===== src/rtl/mtf4_pkg.sv =====
// Shared constants for the last-unique-4 move-to-front list (decoder and encoder sides).
package mtf4_pkg;
  localparam int LIST_DEPTH     = 4;
  localparam int IDX_W          = 2;
  localparam int DATA_W_DEFAULT = 8;

  localparam logic SYM_LITERAL = 1'b0;
  localparam logic SYM_INDEX   = 1'b1;

  // Entries are unique, so at most one bit of a match vector is ever set.
  function automatic logic [IDX_W-1:0] onehot_to_idx(input logic [LIST_DEPTH-1:0] vec);
    logic [IDX_W-1:0] idx;
    idx = '0;
    for (int k = LIST_DEPTH - 1; k >= 0; k--) begin
      if (vec[k]) idx = IDX_W'(k);
    end
    return idx;
  endfunction
endpackage


===== src/rtl/mtf4_list.sv =====
// Four-entry most-recent-unique list: insert-at-front or move-to-front on the edge with upd=1.
// Match against new_val is combinational on the current (pre-update) contents.
module mtf4_list
  import mtf4_pkg::*;
#(
  parameter int DATA_W = DATA_W_DEFAULT
) (
  input  logic                             clk,
  input  logic                             rst,
  input  logic                             upd,
  input  logic                             hit,
  input  logic [IDX_W-1:0]                 hit_pos,
  input  logic [DATA_W-1:0]                new_val,
  output logic [LIST_DEPTH-1:0][DATA_W-1:0] entries,
  output logic [LIST_DEPTH-1:0]            valid,
  output logic [LIST_DEPTH-1:0]            match_vec,
  output logic [IDX_W-1:0]                 match_pos
);

  // Invalid slots are excluded so stale data can never alias a literal.
  always_comb begin
    match_vec = '0;
    for (int k = 0; k < LIST_DEPTH; k++) begin
      match_vec[k] = valid[k] && (entries[k] == new_val);
    end
  end

  assign match_pos = onehot_to_idx(match_vec);

  always_ff @(posedge clk) begin
    if (rst) begin
      entries <= '0;
      valid   <= '0;
    end else if (upd) begin
      if (hit) begin
        entries[0] <= entries[hit_pos];
        for (int k = 1; k < LIST_DEPTH; k++) begin
          if (k <= int'(hit_pos)) entries[k] <= entries[k-1];
        end
      end else begin
        entries[0] <= new_val;
        for (int k = 1; k < LIST_DEPTH; k++) begin
          entries[k] <= entries[k-1];
        end
        valid <= {valid[LIST_DEPTH-2:0], 1'b1};
      end
    end
  end

endmodule


===== src/rtl/mtf4_decoder.sv =====
// Move-to-front decoder: literal/index symbols in, reconstructed bytes out one cycle after acceptance.
// Single output register; in_ready = !out_valid || out_ready, so full rate while downstream is ready.
module mtf4_decoder
  import mtf4_pkg::*;
#(
  parameter int DATA_W = DATA_W_DEFAULT
) (
  input  logic              clk,
  input  logic              rst,
  input  logic              in_valid,
  output logic              in_ready,
  input  logic              in_is_index,
  input  logic [1:0]        in_index,
  input  logic [DATA_W-1:0] in_literal,
  output logic              out_valid,
  input  logic              out_ready,
  output logic [DATA_W-1:0] out_data,
  output logic [DATA_W-1:0] list_0,
  output logic [DATA_W-1:0] list_1,
  output logic [DATA_W-1:0] list_2,
  output logic [DATA_W-1:0] list_3,
  output logic [3:0]        list_valid,
  output logic              err
);

  logic [LIST_DEPTH-1:0][DATA_W-1:0] entries;
  logic [LIST_DEPTH-1:0]             match_vec;
  logic [IDX_W-1:0]                  match_pos;
  logic                              accept;
  logic                              sym_is_idx;
  logic                              idx_ok;
  logic                              produce;
  logic                              lst_hit;
  logic [IDX_W-1:0]                  lst_pos;
  logic [DATA_W-1:0]                 sym_val;

  assign in_ready   = !out_valid || out_ready;
  assign accept     = in_valid && in_ready;
  assign sym_is_idx = (in_is_index == SYM_INDEX);
  assign idx_ok     = list_valid[in_index];

  // A literal already in the list is handled as an index to its position.
  assign produce = accept && (!sym_is_idx || idx_ok);
  assign lst_hit = sym_is_idx || (|match_vec);
  assign lst_pos = sym_is_idx ? in_index : match_pos;
  assign sym_val = sym_is_idx ? entries[in_index] : in_literal;

  mtf4_list #(
    .DATA_W(DATA_W)
  ) u_list (
    .clk      (clk),
    .rst      (rst),
    .upd      (produce),
    .hit      (lst_hit),
    .hit_pos  (lst_pos),
    .new_val  (in_literal),
    .entries  (entries),
    .valid    (list_valid),
    .match_vec(match_vec),
    .match_pos(match_pos)
  );

  assign list_0 = entries[0];
  assign list_1 = entries[1];
  assign list_2 = entries[2];
  assign list_3 = entries[3];

  always_ff @(posedge clk) begin
    if (rst) begin
      out_valid <= 1'b0;
      out_data  <= '0;
      err       <= 1'b0;
    end else begin
      if (accept && sym_is_idx && !idx_ok) err <= 1'b1;
      if (produce) begin
        out_valid <= 1'b1;
        out_data  <= sym_val;
      end else if (out_ready) begin
        out_valid <= 1'b0;
      end
    end
  end

endmodule


===== config.mk =====
export PLATFORM = sky130hd
export DESIGN_NAME = mtf4_decoder
export DESIGN_NICKNAME = d
export VERILOG_FILES = /design/src/rtl/mtf4_pkg.sv /design/src/rtl/mtf4_list.sv /design/src/rtl/mtf4_decoder.sv
export SDC_FILE = /design/constraint.sdc
export NUM_CORES = 1
export LEC_CHECK = 0
export CELL_PAD_IN_SITES_DETAIL_PLACEMENT = 1
export CELL_PAD_IN_SITES_GLOBAL_PLACEMENT = 1
export CORE_AREA = 2 2 86 88
export CTS_CLUSTER_DIAMETER = 30
export DETAILED_ROUTE_END_ITERATION = 10
export DIE_AREA = 0 0 88 90
export GPL_ROUTABILITY_DRIVEN = 0
export PLACE_DENSITY = 0.83
export REMOVE_ABC_BUFFERS = 1
export SYNTH_ARGS = -nofsm -noshare
export SYNTH_HDL_FRONTEND = slang
export SYNTH_SLANG_ARGS = --single-unit

===== constraint.sdc =====
create_clock -name clk -period 7.1 [get_ports clk]
set_input_delay 1.775 -clock clk [delete_from_list [all_inputs] [get_ports clk]]
set_output_delay 1.775 -clock clk [all_outputs]
set_load 0.05 [all_outputs]

==> reports/metrics.yaml <==
critical_path:
  cp_num_cells: 3
  slowest_stage: "clkdlybuf4s50_1"
  cp-end-kind: "output pin"
  cp_num_buf_inv: 2
  reg2reg_depth: 7
  crit_path_max_incr_delay_ns: 0.82
  crit_arrival_ns: 3.20
  crit_chain: "clkdlybuf4s50_1 -> nand2b_1 -> clkdlybuf4s50_1"
  start_kind: "primary input"
  critical_path_class: "in2out"
  crit_top_cell: "clkdlybuf4s50_1"
  cp_top_family: "buffers and inverters"
  path_max_fanout: 4
  required_ns: 5.33
power_and_ir_drop:
  seqPwrFrac_pct: 48.0
  p_clk_share_pct: 27.6
  switchingPower_w: 0.0001842
  combPwrFrac_pct: 24.3
  power.density_nw_per_um2: 169.0
  p_int_w: 0.0003919
  report.power.total_w: 0.0005761
  sw_frac_of_total_pct: 31.97
  peakVddDrop_mv: 0.08279
  power.leakage_nw: 1.146
min_path:
  hold_depth: 2
  hold_path_class: "reg2reg"
yosys:
  ys_seq_area_share_pct: 34.17
  synthCells: 318
  avgSynthCellArea_um2: 8.475
  ys_seq_elements: 46
  synth_cell_types: 33
  yosys_warnings: 0
  synth_area_um2: 2695
floorplan:
  initial_core_util_pct: 38.39
  die_area_um2: 7920
  rows: 31
  io_pins: 62
  dieWidth_um: 88
  fp.dieH_um: 90
  core-area_um2: 7020
cells_and_area:
  fin_nets: 379
  area_growth_pct: 26.46
  layout-drive-gt1-share_pct: 4.683
  num_antenna_cells: 0
  utilization_pct: 48.55
  final_cell_mix: "clkdlybuf4s50_1, dfxtp_1, nor2_1"
  fin_cells: 462
  layout_commonest_cell: "clkdlybuf4s50_1"
clock_network:
  cts_buffers: 5
  cts_setup_buffers: 0
  cts_resized: 0
  cts_tree: "done"
  clock_sinks: 46
  cts_hold_buf: 0
  clock-root-buffer: "clkbuf_8"
  cts.clk_slew.worst_paths_ns: 0.08
  clock_latency_ns: 0.29
  clk_path_buf_depth: 2
  h-tree-depth: 2
route:
  wl_um: 8724
  num_vias: 2647
  drt_iter0_drc: 224
  via_per_inst: 5.729
  first_pass_iters: 4
  drc: 0
  wire_per_inst_um: 18.88
  postRouteAntennaNets: 0
placement:
  place.detailed.hpwl_um: 6056
  placedCellCount: 456
  portBuffers: 61
grt:
  grt_max_degree: 47
  grt_pass1_vias: 2775
  overflow: 0
  antenna_found_initial: 0
  grt_usage_pct: 22.65
  grt_pass1_wl_um: 13970
status:
  status: "completed"
sta:
  finalHoldViolations: 0
  fmax_ghz: 0.2011
  setup_violations: 0
  layout_min_cycle_time_ns: 4.972
  finalClockSkew_ns: 0.002617
  slew_headroom_pct: 38.35
  tightest_slew_ns: 0.9213
  rsz0062_at_grt: "false"
  setup-tns-final_ns: 0
  drv_slew: 0
  fin_crit_sh_pct: 70.02
job:
  cap_violations: 0
[flip-flops by register name, indices dropped and copies added, names as in the netlist]
name / flops
u_list.valid: 4
err: 1
u_list.entries: 32
out_data: 8
out_valid: 1
[power groups by stage]
| stage | sequential [W] | clock [W] | combinational (W) |
|---|---|---|---|
| after floorplan | 0.000312 | 0 | 0.0000513 |
| after global placement | 0.000282 | 0 | 0.000136 |
| after detailed placement | 0.000283 | 0 | 0.000139 |
| after CTS | 0.000277 | 0.000165 | 0.000140 |
| after global routing | 0.000279 | 0.000174 | 0.000149 |
| final | 0.000277 | 0.000159 | 0.000140 |
[worst register-to-register path, stage by stage, from the launching register on]
cell      delay, ns
dfxtp_1        0.36
xor2_1         0.20
nor4_1         0.44
nand4_1        0.23
nand4_1        0.53
a21boi_1       0.68
o21ai_0        0.20
a21oi_1        0.19
[synth_stat cells]
library cell | number | area [µm²]
buf_2 | 8 | 40.04
clkbuf_1 | 12 | 45.04
o21ai_0 | 19 | 95.09
or2_1 | 1 | 6.260
dfxtp_1 | 46 | 920.9
nor3_4 | 1 | 16.27
nand4_1 | 4 | 25.02
a21oi_1 | 29 | 145.1
nor3_1 | 3 | 15.01
and2_1 | 1 | 6.260
xnor2_1 | 18 | 157.7
nor2_1 | 39 | 146.4
a31oi_1 | 9 | 56.30
nand2_1 | 25 | 93.84
nor2b_1 | 1 | 6.260
mux4_2 | 7 | 157.7
mux2i_1 | 16 | 160.2
buf_4 | 2 | 15.01
nor4_1 | 3 | 18.77
a21boi_1 | 1 | 7.510
o21ai_1 | 3 | 15.01
buf_6 | 2 | 22.52
a41oi_1 | 1 | 8.760
or3_1 | 2 | 12.51
a21o_1 | 9 | 67.56
a211oi_1 | 8 | 60.06
nand3_1 | 18 | 90.09
buf_1 | 1 | 3.750
a211o_1 | 8 | 70.07
mux4_1 | 2 | 52.55
xor2_1 | 14 | 122.6
nand2b_1 | 2 | 12.51
o21a_1 | 3 | 22.52
[cell families (layout without fill, tap and decap cells)]
kind of cell | after synthesis | count (layout) | share of synthesized area (%)
AND/OR/NAND/NOR | 100 | 100 | 16.67
buffers and inverters | 25 | 70 | 4.689
AO/OA/AOI/OAI | 90 | 90 | 20.33
multiplexers | 25 | 25 | 13.74
XOR/XNOR | 32 | 32 | 10.40
flip-flops | 46 | 46 | 34.17
[routing by layer]
| metal | GRT usage, % | share of wire (%) |
|---|---|---|
| met1 | 29.11 | 43 |
| met2 | 36.87 | 49 |
| met3 | 4.224 | 5.0 |
| met4 | 9.231 | 2.6 |
| met5 | 0 | 0 |
[per-stage QoR]
step | setup slack, ns | instance area [µm²] | hold slack, ns
final | 2.128 | 3408 | 0.4812
after detailed placement | 2.121 | 3326 | 0.4744
after global placement | 2.133 | 3326 | 0.4735
after global routing | 2.090 | 3408 | 0.5330
after floorplan | 3.020 | 2569 | 0.6875
after CTS | 2.121 | 3408 | 0.4958
[cell type report]
| class | count | area [µm²] |
|---|---|---|
| flip-flops and latches | 46 | 920.9 |
| repair buffers | 64 | 633.1 |
| well taps | 99 | 123.9 |
| clock buffers | 6 | 82.58 |
| multi-input cells | 247 | 1648 |
| fillers | 827 | 3612 |
[final timing paths]
check / from / to / slack (ns)
setup / recovery: out_ready / in_ready / 2.13
hold / removal: err / err / 0.48
setup reg to reg: u_list.entries[27] / u_list.entries[27] / 4.21
hold reg to reg: err / err / 0.48
Note: power is estimated with default switching activity, not from simulation.
